File: src/rtl/mem_port_arbiter_pkg.sv
// Shared constants for the memory port arbiter: FSM state codes and access length codes.
package mem_port_arbiter_pkg;

    localparam logic [2:0] ST_IDLE   = 3'd0;
    localparam logic [2:0] ST_IF_RD  = 3'd1;
    localparam logic [2:0] ST_MEM_RD = 3'd2;
    localparam logic [2:0] ST_MEM_WR = 3'd3;
    localparam logic [2:0] ST_DONE   = 3'd4;

    localparam logic [1:0] LEN_B = 2'd0;
    localparam logic [1:0] LEN_H = 2'd1;
    localparam logic [1:0] LEN_W = 2'd3;

    // Length code 2 (three bytes) is not a legal access size and is widened to a word.
    function automatic logic [1:0] norm_len(input logic [1:0] len);
        case (len)
            LEN_B, LEN_H: norm_len = len;
            default:      norm_len = LEN_W;
        endcase
    endfunction

endpackage

File: src/rtl/mem_byte_seq.sv
// Byte burst sequencer: walks the RAM address, drives write bytes and assembles
// little-endian read data for one granted access.
module mem_byte_seq
    import mem_port_arbiter_pkg::*;
#(
    parameter int ADDR_W = 17,
    parameter int DATA_W = 32
) (
    input  logic              clk,
    input  logic              rst,
    input  logic              start,
    input  logic [ADDR_W-1:0] start_addr,
    input  logic [1:0]        start_len,
    input  logic              start_we,
    input  logic [DATA_W-1:0] start_wdata,
    input  logic              rd_active,
    input  logic              wr_active,
    input  logic [7:0]        ram_dout,
    output logic [ADDR_W-1:0] ram_addr,
    output logic [7:0]        ram_din,
    output logic              ram_wr,
    output logic [DATA_W-1:0] word_next,
    output logic              last_beat
);

    logic [2:0]        cnt;
    logic [1:0]        last_q;
    logic [ADDR_W-1:0] base_q;
    logic [DATA_W-1:0] wdata_q;
    logic [DATA_W-1:0] word_q;
    logic [1:0]        byte_idx;

    // In a read, the byte arriving now belongs to the address issued one count earlier.
    assign byte_idx = cnt[1:0] - 2'd1;

    always_comb begin
        word_next = word_q | (DATA_W'(ram_dout) << {byte_idx, 3'b000});
        last_beat = 1'b0;
        if (rd_active)
            last_beat = (cnt == ({1'b0, last_q} + 3'd1));
        else if (wr_active)
            last_beat = (cnt == {1'b0, last_q});

        ram_addr = '0;
        ram_din  = 8'h00;
        ram_wr   = 1'b0;
        // Byte 0 goes out in the grant cycle straight from the request inputs.
        if (start) begin
            ram_addr = start_addr;
            ram_wr   = start_we;
            ram_din  = start_we ? start_wdata[7:0] : 8'h00;
        end else if (rd_active || wr_active) begin
            ram_addr = base_q + ADDR_W'(cnt);
            if (wr_active) begin
                ram_wr  = 1'b1;
                ram_din = wdata_q[{cnt[1:0], 3'b000} +: 8];
            end
        end
    end

    always_ff @(posedge clk) begin
        if (rst)
            cnt <= 3'd0;
        else if (start)
            cnt <= 3'd1;
        else if (rd_active || wr_active)
            cnt <= cnt + 3'd1;
    end

    always_ff @(posedge clk) begin
        if (start) begin
            base_q  <= start_addr;
            last_q  <= start_len;
            wdata_q <= start_wdata;
            word_q  <= '0;
        end else if (rd_active) begin
            word_q  <= word_next;
        end
    end

endmodule

File: src/rtl/mem_port_arbiter.sv
// Shares the byte-wide RAM port between instruction fetch and the data stage,
// with MEM priority, byte bursts and per-stage stall requests.
module mem_port_arbiter
    import mem_port_arbiter_pkg::*;
#(
    parameter int ADDR_W = 17,
    parameter int DATA_W = 32
) (
    input  logic              clk,
    input  logic              rst,
    input  logic              if_req,
    input  logic [ADDR_W-1:0] if_addr,
    output logic [DATA_W-1:0] if_data,
    output logic              if_done,
    input  logic              mem_req,
    input  logic              mem_we,
    input  logic [1:0]        mem_len,
    input  logic [ADDR_W-1:0] mem_addr,
    input  logic [DATA_W-1:0] mem_wdata,
    output logic [DATA_W-1:0] mem_rdata,
    output logic              mem_done,
    output logic              stallreq_if,
    output logic              stallreq_mem,
    output logic [ADDR_W-1:0] ram_addr,
    input  logic [7:0]        ram_dout,
    output logic [7:0]        ram_din,
    output logic              ram_wr
);

    logic [2:0]        state;
    logic [1:0]        mem_len_n;
    logic              grant_mem;
    logic              grant_if;
    logic              start;
    logic [ADDR_W-1:0] start_addr;
    logic [1:0]        start_len;
    logic              start_we;
    logic              rd_active;
    logic              wr_active;
    logic [DATA_W-1:0] word_next;
    logic              last_beat;

    assign mem_len_n = norm_len(mem_len);

    // Grants are held off while rst is high so nothing reaches the RAM during reset.
    always_comb begin
        grant_mem  = (state == ST_IDLE) && !rst && mem_req;
        grant_if   = (state == ST_IDLE) && !rst && !mem_req && if_req;
        start      = grant_mem || grant_if;
        start_addr = grant_mem ? mem_addr : if_addr;
        start_len  = grant_mem ? mem_len_n : LEN_W;
        start_we   = grant_mem && mem_we;
        rd_active  = (state == ST_IF_RD) || (state == ST_MEM_RD);
        wr_active  = (state == ST_MEM_WR);
    end

    mem_byte_seq #(
        .ADDR_W (ADDR_W),
        .DATA_W (DATA_W)
    ) u_seq (
        .clk         (clk),
        .rst         (rst),
        .start       (start),
        .start_addr  (start_addr),
        .start_len   (start_len),
        .start_we    (start_we),
        .start_wdata (mem_wdata),
        .rd_active   (rd_active),
        .wr_active   (wr_active),
        .ram_dout    (ram_dout),
        .ram_addr    (ram_addr),
        .ram_din     (ram_din),
        .ram_wr      (ram_wr),
        .word_next   (word_next),
        .last_beat   (last_beat)
    );

    always_ff @(posedge clk) begin
        if (rst) begin
            state     <= ST_IDLE;
            if_done   <= 1'b0;
            mem_done  <= 1'b0;
            if_data   <= '0;
            mem_rdata <= '0;
        end else begin
            if_done  <= 1'b0;
            mem_done <= 1'b0;
            case (state)
                ST_IDLE: begin
                    if (grant_mem) begin
                        // A single-byte store completes entirely in the grant cycle.
                        if (mem_we && (mem_len_n == LEN_B)) begin
                            state    <= ST_DONE;
                            mem_done <= 1'b1;
                        end else begin
                            state <= mem_we ? ST_MEM_WR : ST_MEM_RD;
                        end
                    end else if (grant_if) begin
                        state <= ST_IF_RD;
                    end
                end
                ST_IF_RD: begin
                    if (!if_req) begin
                        state <= ST_IDLE;
                    end else if (last_beat) begin
                        state   <= ST_DONE;
                        if_done <= 1'b1;
                        if_data <= word_next;
                    end
                end
                ST_MEM_RD: begin
                    if (last_beat) begin
                        state     <= ST_DONE;
                        mem_done  <= 1'b1;
                        mem_rdata <= word_next;
                    end
                end
                ST_MEM_WR: begin
                    if (last_beat) begin
                        state    <= ST_DONE;
                        mem_done <= 1'b1;
                    end
                end
                default: state <= ST_IDLE;
            endcase
        end
    end

    assign stallreq_mem = mem_req & ~mem_done;
    assign stallreq_if  = if_req & ~if_done;

    // The data stage may not withdraw a request before its completion pulse.
    a_mem_req_held: assert property (@(posedge clk) disable iff (rst)
        (mem_req && !mem_done) |=> (mem_req || mem_done));

endmodule

File: config.mk
export PLATFORM = sky130hd
export DESIGN_NAME = mem_port_arbiter
export DESIGN_NICKNAME = d
export VERILOG_FILES = /design/src/rtl/mem_port_arbiter_pkg.sv /design/src/rtl/mem_byte_seq.sv /design/src/rtl/mem_port_arbiter.sv
export SDC_FILE = /design/constraint.sdc
export NUM_CORES = 1
export LEC_CHECK = 0
export BUFFER_PORTS_ARGS = -buffer_cell sky130_fd_sc_hd__buf_4
export CAP_MARGIN = 20
export CORE_ASPECT_RATIO = 0.5
export CORE_MARGIN = 1
export CORE_UTILIZATION = 45
export CTS_CLUSTER_SIZE = 16
export DETAILED_ROUTE_END_ITERATION = 10
export PLACE_DENSITY = 0.84
export SLEW_MARGIN = 25
export SYNTH_ARGS = -nofsm -noshare
export SYNTH_HDL_FRONTEND = slang
export SYNTH_SLANG_ARGS = --single-unit
File: constraint.sdc
create_clock -name clk -period 3.7 [get_ports clk]
set_clock_uncertainty 0.1 [all_clocks]
set_input_delay 1.11 -clock clk [delete_from_list [all_inputs] [get_ports clk]]
set_output_delay 1.11 -clock clk [all_outputs]
set_load 0.02 [all_outputs]
### Word level (Yosys, flattened, before mapping)

Index checks and enable logic that the tools add are counted.
W data, S select, Z words.

| word-level totals | value |
|---|---|
| bits in registers | 155 |
| output and inout bits | 94 |
| logic and storage cells | 78 |

| operators by class | value |
|---|---|
| add/subtract/negate cells | 4 |
| equal/unequal tests | 7 |
| shifts and indexed selects | 2 |
| mux-type cells | 26 |
| bitwise gates (word level) | 7 |
| reductions and logical operators | 21 |

Operator list:

| cell | count |
|---|---|
| $mux W17 | 3 |
| $mux W8 | 4 |
| $or A32 B32 Y32 | 1 |
| $shiftx A32 B6 Y8 | 1 |
| $shl A8 B5 Y32 | 1 |
| $add A17 B3 Y17 | 1 |
| $mux W3 | 5 |
| $mux W1 | 11 |
| $pmux W3 S3 | 1 |
| $eq A3 B2 Y1 const B | 2 |
| $logic_and A1 B1 Y1 | 6 |
| $reduce_or A2 Y1 | 3 |
| $logic_not A2 Y1 | 2 |
| $not A1 Y1 | 4 |
| $add A2 B1 Y3 const B | 1 |
| $add A3 B1 Y3 const B | 1 |
| $eq A3 B1 Y1 const B | 1 |
| $eq A3 B2 Y1 | 1 |
| $eq A3 B3 Y1 | 1 |
| $logic_not A3 Y1 | 1 |
| $logic_or A1 B1 Y1 | 3 |
| $ne A3 B3 Y1 const B | 1 |
| $reduce_and A3 Y1 | 1 |
| $reduce_or A3 Y1 | 1 |
| 8 further kinds | 10 |

### Longest topological paths before layout

Gate-level depths: netlist of the first run.

| depth | value |
|---|---|
| depth after elaboration | 8 |
| mapped depth | 8 |
| mapped depth without buffers | 8 |

### By module

From an unflattened synthesis of the first run, not the netlist that was laid out.

| unflattened totals | value |
|---|---|
| cell total of the unflattened synthesis | 716 |
| area total of the unflattened synthesis | 6821.5 um^2 |

Modules (own cells, without submodules):

| module | times used | cells each | area each (um^2) | sequential area each (um^2) |
|---|---|---|---|---|
| mem_byte_seq | 1 | 367 | 3920.0 | 2232.1 |
| mem_port_arbiter | 1 | 349 | 2901.5 | 1381.3 |

### Worst setup path after synthesis of the first run

Ideal clock, no wire load.

| timing | value |
|---|---|
| kind | input-to-reg |
| start | input rst |
| end | register u_seq.base_q[0], enable pin |
| setup time | 0.435 ns |
| arrival time | 3.456 ns |
| data required time | 3.165 ns |
| slack | -0.292 ns |
| stages | 5 |
| path buffers | 3 |
| cell sequence | clkbuf_1 nor2_1 o211a_1 clkbuf_1 clkbuf_1 |

| on the way | value |
|---|---|
| longest elaborated chain between the ends | 5 |

Ends and longest elaborated chain:

| element | RTL line | RTL |
|---|---|---|
| from (decl) | mem_port_arbiter.sv:10 | `input logic rst,` |
| $logic_not A1 Y1 * | mem_port_arbiter.sv:47, mem_port_arbiter.sv:48 |  |
| $logic_and A1 B1 Y1 * | mem_port_arbiter.sv:47, mem_port_arbiter.sv:48 |  |
| $logic_and A1 B1 Y1 (2 in series) | mem_port_arbiter.sv:48 | `grant_if = (state == ST_IDLE) && !rst && !mem_req && if_req;` |
| $logic_or A1 B1 Y1 * | mem_port_arbiter.sv:49 | `start = grant_mem \|\| grant_if;` |
| via start | mem_port_arbiter.sv:34 | `logic start;` |
| to (signal assigned) | mem_byte_seq.sv:72 | `base_q <= start_addr;` |
| to (decl) | mem_byte_seq.sv:28 | `logic [ADDR_W-1:0] base_q;` |

The timed path passes the listed nets; every way through them passes the cells marked *.
A chain may end at the register's enable or synchronous reset.

### Worst setup path in the final report of the first run

| timing | value |
|---|---|
| start | register u_seq.base_q[2] |
| end | output ram_addr[13] |

| on the way | value |
|---|---|
| longest elaborated chain between the ends | 3 |

Ends and longest elaborated chain:

| element | RTL line | RTL |
|---|---|---|
| $add A17 B3 Y17 | mem_byte_seq.sv:53 | `ram_addr = base_q + ADDR_W'(cnt);` |
| $mux W17 | mem_byte_seq.sv:52 | `end else if (rd_active \|\| wr_active) begin` |
| $mux W17 | mem_byte_seq.sv:48 | `if (start) begin` |
| to (decl) | mem_port_arbiter.sv:24 | `output logic [ADDR_W-1:0] ram_addr,` |

No other way between the ends.

==> run metrics, run 1 <==
number of I/O port buffers=about 170; Total Nets Final=850; Synth Net Count=approximately 700; f_max=278 MHz; CP peak stage delay=530 ps; EDFF count, synth=between 50 and 60; clock latency on the worst-skew pair=410 ps; ant diodes=0; Yosys warning count=0; vias in the first global route=4878; CP max FO=4; top cells by area, synth=dfxtp_1, edfxtp_1, a211oi_1, nor2_1, a21oi_1; MaxCap Viol Count=0; actual slew at the worst max-slew pin=731 ps; Antenna Violating Nets Remaining=0; Worst EP arrival=2390 ps; clk slew on worst S/H paths=around 60 ps; Overall Power=4820 uW; largest net degree at the start of global routing=69; fin crit period=3600 ps; Max IR drop VDD=~0.36 mV; PD cells=565 nW/um^2; antenna violations before repair=0; #FFs+latches synth=155; R2R setup slack=1260 ps; std cell rows=30; crit-path cells=ha_4, nand3_1, and2_4, or4b_4, xor2_1, o21ai_1, buf_4; # H-tree levels=4; Sum Neg Setup Slack=0 ps; P&R area growth vs syn=32.9%; synthesized area=6410 sq um; Critical Setup Path Class=flip-flop to output pin; Req. time, crit path=2490 ps; critical path's top delay family=simple AND/OR/NAND/NOR gates; DR pass1 iterations=5; final setup fails=0; register area share after synthesis=56.4%; Buf/Inv on CP=1; Synth Instances=611; Routed WL=approximately 16000 microns; root buf cell=clkbuf_16; Die X=171 microns; hpwl dp=10600 microns; Synth Flop Type=dfxtp_1; wire length per cell=16.0 microns; status=finished clean; TritonCTS clock tree=done; Via density=5.26; crit end category=output pin; DR DRC count=0; CTS hold repair buffers=0; post-synth top area share=about a third; all-layer global routing usage=21.5%; Slew Limit Fails=0; number of CTS-inserted buffers=17; grt ovf=0; Initial DRC Count=314; Async S/R FF share, synth=0%; count leader, synth=nor2_1; CP max stage cell=or4b_4; Rel. slew slack=between 50% and 60%; largest area contributor in the netlist=dfxtp_1; die span in y=around 86 microns; syn_area_per_cell=10.5 sq um; Leakage Power=between 0.003 and 0.004 uW; IO Count=175; final hold viol count=0; Placer Congestion=~0.80; via count=roughly 5100; first-pass GRT wire length=24500 microns; Hold Crit Class=flip-flop to flip-flop; clock sink total=about 160; crit start category=flip-flop; fin crit share=97.3%; Commonest cells post-synth=nor2_1, dfxtp_1, a21oi_1; share of cells above drive strength 1=between 30% and 40%; Die Area=14700 sq um; CTS max path bufs=2; Core ar.=13700 sq um; Distinct cells, synth=48; Initial Util=between 40% and 50%
[stage by stage]
step	hold WS (ps)	cells	instance area [sq um]	setup WS (ps)	util, %
after floorplan	338	611	6410	72.4	-
after global placement	347	936	7810	182	56.8
after detailed placement	355	936	7810	170	56.8
after CTS	373	968	8470	9.25	61.6
after global routing	385	968	8520	-25.0	62.0
final	369	968	8520	101	62.0
[report_power, final]
group / switching [uW] / internal, uW / total (uW)
combinational: 538 / 376 / 913
clock: 689 / 1190 / 1880
sequential: 87.4 / 1930 / 2020
[what timing repair did]
item | in CTS | in global routing
setup endpoints to repair | 1 | 7
buffers inserted | 0 | 0
pin swaps | 0 | 1
gates resized for setup | 1 | 9
hold endpoints to repair | 0 | 0
[flip-flops by register name, summed over array words and instances (netlist names)]
register       flops
if_data           32
u_seq.base_q      17
u_seq.cnt          3
if_done            1
u_seq.word_q      32
u_seq.last_q       2
mem_rdata         32
mem_done           1
state              3
u_seq.wdata_q     32
[layout make-up]
class / count / area [sq um]
Clock buffer: 22 / 508
Clock inverter: 10 / 146
Fill cell: 1090 / 5220
Inverter: 4 / 15.0
Multi-Input combinational cell: 400 / 2580
Sequential cell: 155 / 3610
Tap cell: 192 / 240
Timing Repair Buffer: 185 / 1410
[worst paths after layout]
| check | from | cells after the start | end |
|---|---|---|---|
| setup / recovery | u_seq.base_q[2]$_DFFE_PP_ | 7 | ram_addr[13] |
| setup reg to reg | u_seq.last_q[0]$_SDFFCE_PP1P_ | 7 | mem_rdata[5]$_SDFFE_PP0P_ |
| hold / removal | u_seq.word_q[25]$_SDFFE_PP0N_ | 2 | u_seq.word_q[25]$_SDFFE_PP0N_ |
| hold reg to reg | u_seq.word_q[25]$_SDFFE_PP0N_ | 2 | u_seq.word_q[25]$_SDFFE_PP0N_ |
[layout by cell type, fill, tap and decap left out, types with 3 or more instances in the layout]
cell and count:
bufinv_16 3, clkbuf_16 20, inv_1 4, xnor2_1 10, buf_4 183, a211oi_1 64, xor2_1 12, o21ai_0 11
nand3_1 7, mux2_2 16, nor2_1 107, a21oi_1 69, nor3_1 6, inv_6 3, edfxtp_1 51, nand2_1 29
nor2b_1 7, dfxtp_1 104, ha_1 4, a22o_1 9, o21ai_1 8, mux4_2 8
[worst min-delay path: cells and delay by family (launching register included)]
kind	cells	cell delay [ps]
flops	1	330
compound gates	1	40
simple gates	1	70
[cell families (layout without fill, tap and decap cells)]
logic type,count (synthesis),after routing,synth area share [%]
simple gates,181,181,12.7
compound gates,166,166,16.3
flops,155,155,56.4
buf+inv,56,221,4.49
mux,25,25,5.78
xor+xnor,22,22,3.01
fa+ha+maj,6,6,1.29
[metal layers]
metal,vias to the layer above,GRT usage [%],wire [microns]
met5,-,0,0
met4,0,5.81,195
met3,17,4.29,627
li1,2503,-,-
met1,2442,28.4,7090
met2,126,36.4,7620
Note: power is estimated with default switching activity, not from simulation.
==> run 2, diff against run 1 <==
- PLACE_DENSITY: 0.84 -> 0.83
- SYNTH_HIERARCHICAL: unset -> 1
==> run 2 against run 1 <==
  * Sequential cell count unchanged
  * Global-route usage increased by 1.5 points
  * Sequential share of layout area decreased by 3.1 points
  * Synthesized area increased by 6.5%
  * Hold slack got worse by 15 ps
  * Sequential power decreased by 5%
  * First-iteration DRC count increased by 40%
  * Utilization increased by 1.0 points
  * Design area increased by 8.2%
  * Wire length increased by 17%
  * Non-clock buffer count increased by 22
  * Synthesized cell count increased by 17%
  * Critical endpoint unchanged
==> run metrics, run 2 <==
status=finished clean; hold depth=2; clk slew on worst S/H paths=60 ps; Final Non-Filler Cells=1100; crit start category=input pin; EDFF count, synth=51; Async S/R FF share, synth=0%; synthesized area=6820 sq um; all-layer global routing usage=between 20% and 30%; Yosys warning count=6; most common cell after layout, fill and taps aside=buf_4; Sum Neg Setup Slack=0 ps; Distinct cells, synth=61; fin crit period=3650 ps; multi-input logic area=3010 sq um; CP max stage cell=or4b_1; clock latency on the worst-skew pair=420 ps; fin worst setup slack=49.9 ps; Overall Power=between 4000 and 5000 uW; Total Nets Final=976; Leakage Power=0.00378 uW; hpwl dp=around 13000 microns; Buf/Inv on CP=2; Max IR drop VDD=0.349 mV; wire length per cell=16.5 microns; number of I/O port buffers=174; Rel. slew slack=45.8%; fin crit share=98.7%; CP peak stage delay=between 400 and 500 ps; actual slew at the worst max-slew pin=804 ps; via count=5993; largest area contributor in the netlist=dfxtp_1; DR pass1 iterations=5; IO Count=175; Hold Crit Class=flip-flop to flip-flop; Inst Count DP=1063; DR DRC count=0; FF-to-FF path depth=10; Via density=5.45; Critical Setup Path Class=input pin to output pin; Filler cells=1182; share of cells above drive strength 1=a little over a third; Synth Net Count=between 800 and 900; first-pass GRT wire length=28000 microns; number of CTS-inserted buffers=17; CTS hold repair buffers=0; post-synth top area share=between 30% and 40%; die span in y=89.1 microns; Initial Util=46.7%; P&R area growth vs syn=35.1%; # H-tree levels=4; syn_area_per_cell=9.53 sq um; Place WS=-92.4 ps; CTS max path bufs=2; register area share after synthesis=53.0%; #FFs+latches synth=155; Slew Limit Fails=0; Antenna Violating Nets Remaining=0; Synth Flop Type=dfxtp_1; crit end category=output pin; critical path's top delay family=simple AND/OR/NAND/NOR gates; Die X=176 microns; antenna violations before repair=0; Storage cell area=3620 sq um; Placer Congestion=0.857; crit-path cells=buf_4, nor2_4, nor3b_4, or2_4, or4b_1, o211ai_1, buf_4; final hold viol count=0; PD cells=504 nW/um^2; Crit. path cell count=7; most frequent cells in the layout=buf_4, a21oi_1, dfxtp_1, nand2_1, edfxtp_1; top cells by area, synth=dfxtp_1, edfxtp_1, a21oi_1, nand2_1, o21ai_0; Initial DRC Count=439; Routed WL=18100 microns; ant diodes=0; Final Core Density=63.0%; vias in the first global route=between 5000 and 6000; f_max=around 270 MHz; Synth Instances=716; count leader, synth=dfxtp_1; Worst EP arrival=approximately 2400 ps; CP max FO=3; largest net degree at the start of global routing=68; clock sink total=155; std cell rows=31; TritonCTS clock tree=done; Die Area=15700 sq um; Req. time, crit path=2490 ps; CP dominant cell by count=buf_4; RSZ-0062 raised after global routing=yes; Core ar.=14600 sq um; grt ovf=0; root buf cell=clkbuf_16; Commonest cells post-synth=dfxtp_1, a21oi_1, nand2_1; final setup fails=0; MaxCap Viol Count=0
==> run 2: kinds of logic after synthesis <==
kind of cell	count (synthesis)	share of synthesized area, %
buffers and inverters	92	5.87
muxes	26	6.03
AOI/OAI and AO/OA	178	14.8
adders and majority gates	6	1.21
xor gates and xnor gates	17	2.18
DFF	155	53.0
and+or+nand+nor	242	16.9
==> run 2: through the flow <==
step | hold WS (ps) | cell area (sq um)
3_3_place_gp | 348 | 8510
3_5_place_dp | 349 | 8510
5_1_grt | 376 | 9210
6_report | 354 | 9210
4_1_cts | 358 | 9130
2_1_floorplan | 353 | 7030
==> run 2: what timing repair did <==
action,in CTS,in global routing
buffers inserted,0,5
pin swaps,0,3
endpoints found under the setup margin,5,4
gates resized for setup,5,13
==> run 2: final cells by class <==
type / count / area share, %
Clock buffer: 17 / 4.62
Clock inverter: 15 / 1.93
Inverter: 39 / 1.59
Multi-Input combinational cell: 469 / 32.7
Sequential cell: 155 / 39.3
Tap cell: 198 / 2.69
Timing Repair Buffer: 207 / 17.2
==> run 2: worst min-delay path, stage by stage (launching register included) <==
cell,delay [ps]
dfxtp_1,310
nand2_1,50
a21oi_1,50
==> run 2: path summary, 6_finish.rpt <==
kind                                                 start                    endpoint  slack, ps
worst max register to register       state[2]$_SDFFE_PP0P_     if_data[6]$_SDFFE_PP0P_        540
worst min register to register  mem_rdata[19]$_SDFFE_PP0P_  mem_rdata[19]$_SDFFE_PP0P_        350
worst min-delay path            mem_rdata[19]$_SDFFE_PP0P_  mem_rdata[19]$_SDFFE_PP0P_        350
worst max-delay path                                if_req                ram_addr[13]         50
==> run 2: layer usage <==
layer  track usage, %  up-vias  part of all wire (%)
li1                 -     2858                     -
met1             28.4     2907                    43
met2             40.4      211                    50
met3             5.31       17                   5.5
met4             7.43        0                   1.1
met5                0        -                     0
==> run 2: power by group <==
part	internal, uW	switching, uW
Sequential	1870	52.8
Combinational	406	564
Clock	968	786
